### src/rtl/axis_pkg.sv
// rtl/axis_pkg.sv - shared stream defaults and counter-width helper
package axis_pkg;

    localparam int DEFAULT_DATA_WIDTH = 32;
    localparam int DEFAULT_DEPTH      = 4;

    function automatic int axis_cnt_w(input int depth);
        return $clog2(depth + 1);
    endfunction

endpackage

### src/rtl/axis_skid_ram.sv
// rtl/axis_skid_ram.sv - entry store: synchronous write, asynchronous read
module axis_skid_ram #(
    parameter int WIDTH = 37,
    parameter int DEPTH = 4
) (
    input  logic                     clk,
    input  logic                     we,
    input  logic [$clog2(DEPTH)-1:0] waddr,
    input  logic [WIDTH-1:0]         wdata,
    input  logic [$clog2(DEPTH)-1:0] raddr,
    output logic [WIDTH-1:0]         rdata
);

    // No reset: stale entries are unreachable once the pointers are cleared.
    logic [WIDTH-1:0] mem [DEPTH];

    always_ff @(posedge clk) begin
        if (we) begin
            mem[waddr] <= wdata;
        end
    end

    assign rdata = mem[raddr];

endmodule

### src/rtl/axis_skid_fifo.sv
// rtl/axis_skid_fifo.sv - registered-flag FWFT stream buffer; AXIS_SKID_PKT_CNT_EN adds pkt_cnt
module axis_skid_fifo
    import axis_pkg::*;
#(
    parameter int DATA_WIDTH      = DEFAULT_DATA_WIDTH,
    parameter int DATA_BYTE_WIDTH = DATA_WIDTH / 8,
    parameter int DEPTH           = DEFAULT_DEPTH
) (
    input  logic                            clk,
    input  logic                            rst_n,
    input  logic                            valid_in,
    input  logic [DATA_WIDTH-1:0]           data_in,
    input  logic [DATA_BYTE_WIDTH-1:0]      keep_in,
    input  logic                            last_in,
    output logic                            ready_out,
    output logic                            valid_out,
    output logic [DATA_WIDTH-1:0]           data_out,
    output logic [DATA_BYTE_WIDTH-1:0]      keep_out,
    output logic                            last_out,
    input  logic                            ready_in,
    output logic [axis_cnt_w(DEPTH)-1:0]    count
`ifdef AXIS_SKID_PKT_CNT_EN
    ,
    output logic [axis_cnt_w(DEPTH)-1:0]    pkt_cnt
`endif
);

    localparam int AW = $clog2(DEPTH);
    localparam int PW = AW + 1;
    localparam int CW = axis_cnt_w(DEPTH);
    localparam int EW = DATA_WIDTH + DATA_BYTE_WIDTH + 1;

    logic [PW-1:0] wr_ptr, rd_ptr;
    logic [CW-1:0] count_next;
    logic          push, pop;
    logic [EW-1:0] head;

    assign push       = valid_in & ready_out;
    assign pop        = valid_out & ready_in;
    assign count_next = count + CW'(push) - CW'(pop);

    axis_skid_ram #(
        .WIDTH (EW),
        .DEPTH (DEPTH)
    ) u_ram (
        .clk   (clk),
        .we    (push),
        .waddr (wr_ptr[AW-1:0]),
        .wdata ({last_in, keep_in, data_in}),
        .raddr (rd_ptr[AW-1:0]),
        .rdata (head)
    );

    assign {last_out, keep_out, data_out} = head;

    // Flags are derived from the post-update count so neither port sees a combinational path.
    always_ff @(posedge clk or negedge rst_n) begin
        if (!rst_n) begin
            wr_ptr    <= '0;
            rd_ptr    <= '0;
            count     <= '0;
            ready_out <= 1'b0;
            valid_out <= 1'b0;
        end else begin
            if (push) begin
                wr_ptr <= wr_ptr + PW'(1);
            end
            if (pop) begin
                rd_ptr <= rd_ptr + PW'(1);
            end
            count     <= count_next;
            ready_out <= (count_next != CW'(DEPTH));
            valid_out <= (count_next != '0);
        end
    end

`ifdef AXIS_SKID_PKT_CNT_EN
    logic push_last, pop_last;

    assign push_last = push & last_in;
    assign pop_last  = pop & last_out;

    always_ff @(posedge clk or negedge rst_n) begin
        if (!rst_n) begin
            pkt_cnt <= '0;
        end else begin
            pkt_cnt <= pkt_cnt + CW'(push_last) - CW'(pop_last);
        end
    end
`endif

endmodule
### config.mk
export PLATFORM = sky130hd
export DESIGN_NAME = axis_skid_fifo
export DESIGN_NICKNAME = d
export VERILOG_FILES = /design/src/rtl/axis_pkg.sv /design/src/rtl/axis_skid_ram.sv /design/src/rtl/axis_skid_fifo.sv
export SDC_FILE = /design/constraint.sdc
export NUM_CORES = 1
export LEC_CHECK = 0
export ABC_AREA = 1
export BUFFER_PORTS_ARGS = -buffer_cell sky130_fd_sc_hd__buf_2
export CORE_MARGIN = 4
export CORE_UTILIZATION = 61
export DETAILED_ROUTE_END_ITERATION = 16
export PLACE_DENSITY = 0.84
export RECOVER_POWER = 50
export SLEW_MARGIN = 10
export SYNTH_ARGS = -nofsm -noshare
export SYNTH_HDL_FRONTEND = slang
export SYNTH_SLANG_ARGS = --single-unit
export TNS_END_PERCENT = 5
### constraint.sdc
create_clock -name clk -period 4.4 [get_ports clk]
set_input_delay 0.22 -clock clk [delete_from_list [all_inputs] [get_ports clk]]
set_output_delay 0.22 -clock clk [all_outputs]
set_load 0.05 [all_outputs]
==> flow_summary.json <==
{
  "vias": 3931,
  "max_slew.worst_pin.slew_ps": 998.3,
  "cp-end-kind": "output pin",
  "ys_top_cells_by_count": "edfxtp_1, nand2_1, inv_1, o211ai_1, buf_6",
  "min_from": "ready_in",
  "synth-async-reset-ratio_pct": 5.732,
  "drive_gt1_share_pct": 12.52,
  "p_seq_share_pct": 36.0,
  "synthToLayoutAreaGrowth_pct": 20.64,
  "ioPinCount": 83,
  "clkSlewWorstSetupHoldPaths_ps": 60,
  "power_frac_comb_pct": 41.0,
  "clock_latency_ps": 520,
  "grt_util_all_layers_pct": 21.85,
  "min_delay_worst_endpoint": "rd_ptr[0]",
  "post_drt_wl_per_cell_microns": 16.59,
  "finalHoldViolCount": 0,
  "cts_tree": "built",
  "fin_nets": 651,
  "status": "complete, no violations",
  "setup_tns_ps": 0,
  "cts.repair.resized": 0,
  "synth-seq-cells": 157,
  "clock_power_share_pct": 23.0,
  "grt_max_degree": 110,
  "grt_pass1_wl_microns": 19270,
  "fin_crit_sh_pct": 69.15,
  "grt_antenna_before_repair": 0,
  "irDropWorstVdd_mv": 0.7586,
  "synthFlopType": "edfxtp_1",
  "dp.cells": 682,
  "drv_slew": 0,
  "synthesis.area_sq_um": 6360,
  "overflow": 0,
  "dp_hpwl_microns": 6993,
  "numCtsBuffers": 17,
  "min_path_type": "primary input to register",
  "holdPathStages": 5,
  "cts_hold_buf": 38,
  "internal_power_mw": 3.288,
  "cts_root_buf": "clkbuf_8",
  "max_slew_margin_pct": 33.20,
  "nFillCells": 661,
  "cts_max_path_buffers": 2,
  "core_area_sq_um": 10230,
  "avgViaCountPerCell": 5.234,
  "yosysMostFrequentCell": "edfxtp_1",
  "period_needed_ps": 3043,
  "cpPeakStageDelay_ps": 690,
  "num_rows": 37,
  "swShare_pct": 43.77,
  "cp.arrival_ps": 2820,
  "first_global_vias": 3987,
  "r2r_cells": 5,
  "cts_htree_levels": 4,
  "ys_top_cells_by_area": "edfxtp_1, o211ai_1, nand2_1",
  "dr.first_iter.drc_count": 348,
  "p_leak_nw": 3.035,
  "syn_nets": 530,
  "path_cells": "inv_4, buf_4, nand2_1, o211ai_1, nand2_1, buf_2",
  "stdcell_count": 751,
  "synth_cells": 482,
  "fmax_ghz": 0.3287,
  "rsz0062_at_grt": "no",
  "die_height_microns": 110.1,
  "cp-start-kind": "register",
  "finalSetupViolCount": 0,
  "start_util_pct": 62.16,
  "critPathSlowestCell": "inv_4",
  "synth-edff-count": 148,
  "crit_path_frequent_cell": "nand2_1",
  "routabilityCongestion": 0.7435,
  "dieArea_sq_um": 12120,
  "drv_cap": 0,
  "powerDensity_nw_per_um2": 762.2,
  "port_buffers": 82,
  "cts_setup_buffers": 0,
  "drc_errors": 0,
  "ys_seq_area_share_pct": 73.42,
  "routed_wl_microns": 12460,
  "ff2ff_setup_slack_ps": 2050,
  "synth_cell_types": 16,
  "critical_path_required_ps": 4180,
  "critical_path_class": "register to output pin",
  "yosysTopAreaCellShare_pct": 69.88,
  "diodes": 0,
  "die_x_microns": 110.1,
  "r2r_end": "u_ram.mem[0][11]",
  "firstDrtPassIters": 5,
  "yosysWarnings": 0,
  "cts_sinks": 157,
  "reg2reg_from": "wr_ptr[0]",
  "cp_max_fo": 109,
  "syn_area_per_cell_sq_um": 13.19,
  "finClkSkew_ps": 6.318,
  "yosysTopAreaCell": "edfxtp_1",
  "antenna_left": 0,
  "p_sw_mw": 2.559
}
==> placed cells by master (no fill, tap or decap) <==
master	synthesis	layout
o211ai_1	74	74
dfrtp_1	9	8
clkbuf_1	1	45
bufinv_16	0	2
nor2_1	9	7
fa_1	1	1
xor2_1	2	2
a21oi_1	1	1
edfxtp_1	148	148
dfrtp_2	0	1
clkinvlp_4	0	3
clkbuf_16	0	16
inv_4	0	1
dlygate4sd3_1	0	38
clkinv_1	0	1
nand2_1	119	119
nand3_1	2	2
buf_2	7	39
clkinv_2	0	4
inv_1	86	86
ha_1	6	6
buf_4	3	5
inv_2	2	1
clkbuf_8	0	1
clkinv_4	0	2
nor2_4	0	2
==> sequential cells by signal, indices dropped and copies added (netlist names) <==
signal     cells
rd_ptr         2
ready_out      1
valid_out      1
u_ram.mem    148
wr_ptr         2
count          3
==> per-layer routing <==
metal,track usage (%),vias up,wire [microns],part of all wire (%)
met1,26.27,1865,4981,40
met5,0,-,0,0
met3,5.125,29,759,6.1
met2,37.44,136,6411,51
met4,10.29,0,307,2.5
li1,-,1901,-,-
==> final cells by class <==
type	count	area (sq um)	area share, %
clock inverters	12	123.9	1.614
flip-flops and latches	157	4671	60.88
multi-input cells	214	1179	15.36
repair buffers	125	774.5	10.09
clock buffers	19	421.7	5.496
inverters	88	332.8	4.338
well taps	136	170.2	2.218
==> worst max path at each step <==
stage,depth (start not counted),endpoint,from,slack (ps)
2_1_floorplan,2,u_ram.mem[0][0],ready_out,1470
6_report,6,data_out[24],rd_ptr[0],1360
4_1_cts,5,data_out[31],rd_ptr[0],1430
3_3_place_gp,5,data_out[24],rd_ptr[0],2140
3_5_place_dp,6,data_out[28],rd_ptr[0],2010
5_1_grt,6,data_out[24],rd_ptr[0],1170
==> power by group through the flow <==
stage / sequential (mW) / combinational [mW] / clock, mW
after floorplan: 2.12 / 1.92 / 0
after CTS: 2.10 / 2.44 / 1.36
final: 2.10 / 2.40 / 1.34
after global routing: 2.13 / 2.58 / 1.42
after global placement: 2.11 / 2.32 / 0
after detailed placement: 2.13 / 2.39 / 0
==> worst max-delay path, delay by kind of cell (launching register included) <==
family                 cells  cell delay (ps)
buffers and inverters      3             1420
flip-flops                 1              410
AND/OR/NAND/NOR            2              230
AO/OA/AOI/OAI              1              140
==> stage by stage <==
step / setup WS [ps] / utilization (%) / power [mW] / hold WS (ps) / cell area (sq um)
after CTS: 1429 / 75.66 / 5.898 / 66.20 / 7741
after floorplan: 1469 / - / 4.045 / -75.59 / 6360
after global placement: 2138 / 66.61 / 4.435 / 77.13 / 6815
after detailed placement: 2012 / 66.61 / 4.516 / 88.21 / 6815
after global routing: 1169 / 74.99 / 6.130 / 125.8 / 7672
final: 1357 / 74.99 / 5.848 / 101.3 / 7672
==> cells by family after synthesis <==
logic type / synth area share (%)
buf+inv: 8.282
fa+ha+maj: 1.495
flops: 73.42
simple gates: 7.712
compound gates: 8.814
xor+xnor: 0.2755
No activity file was read; power rests on OpenSTA's default activity.
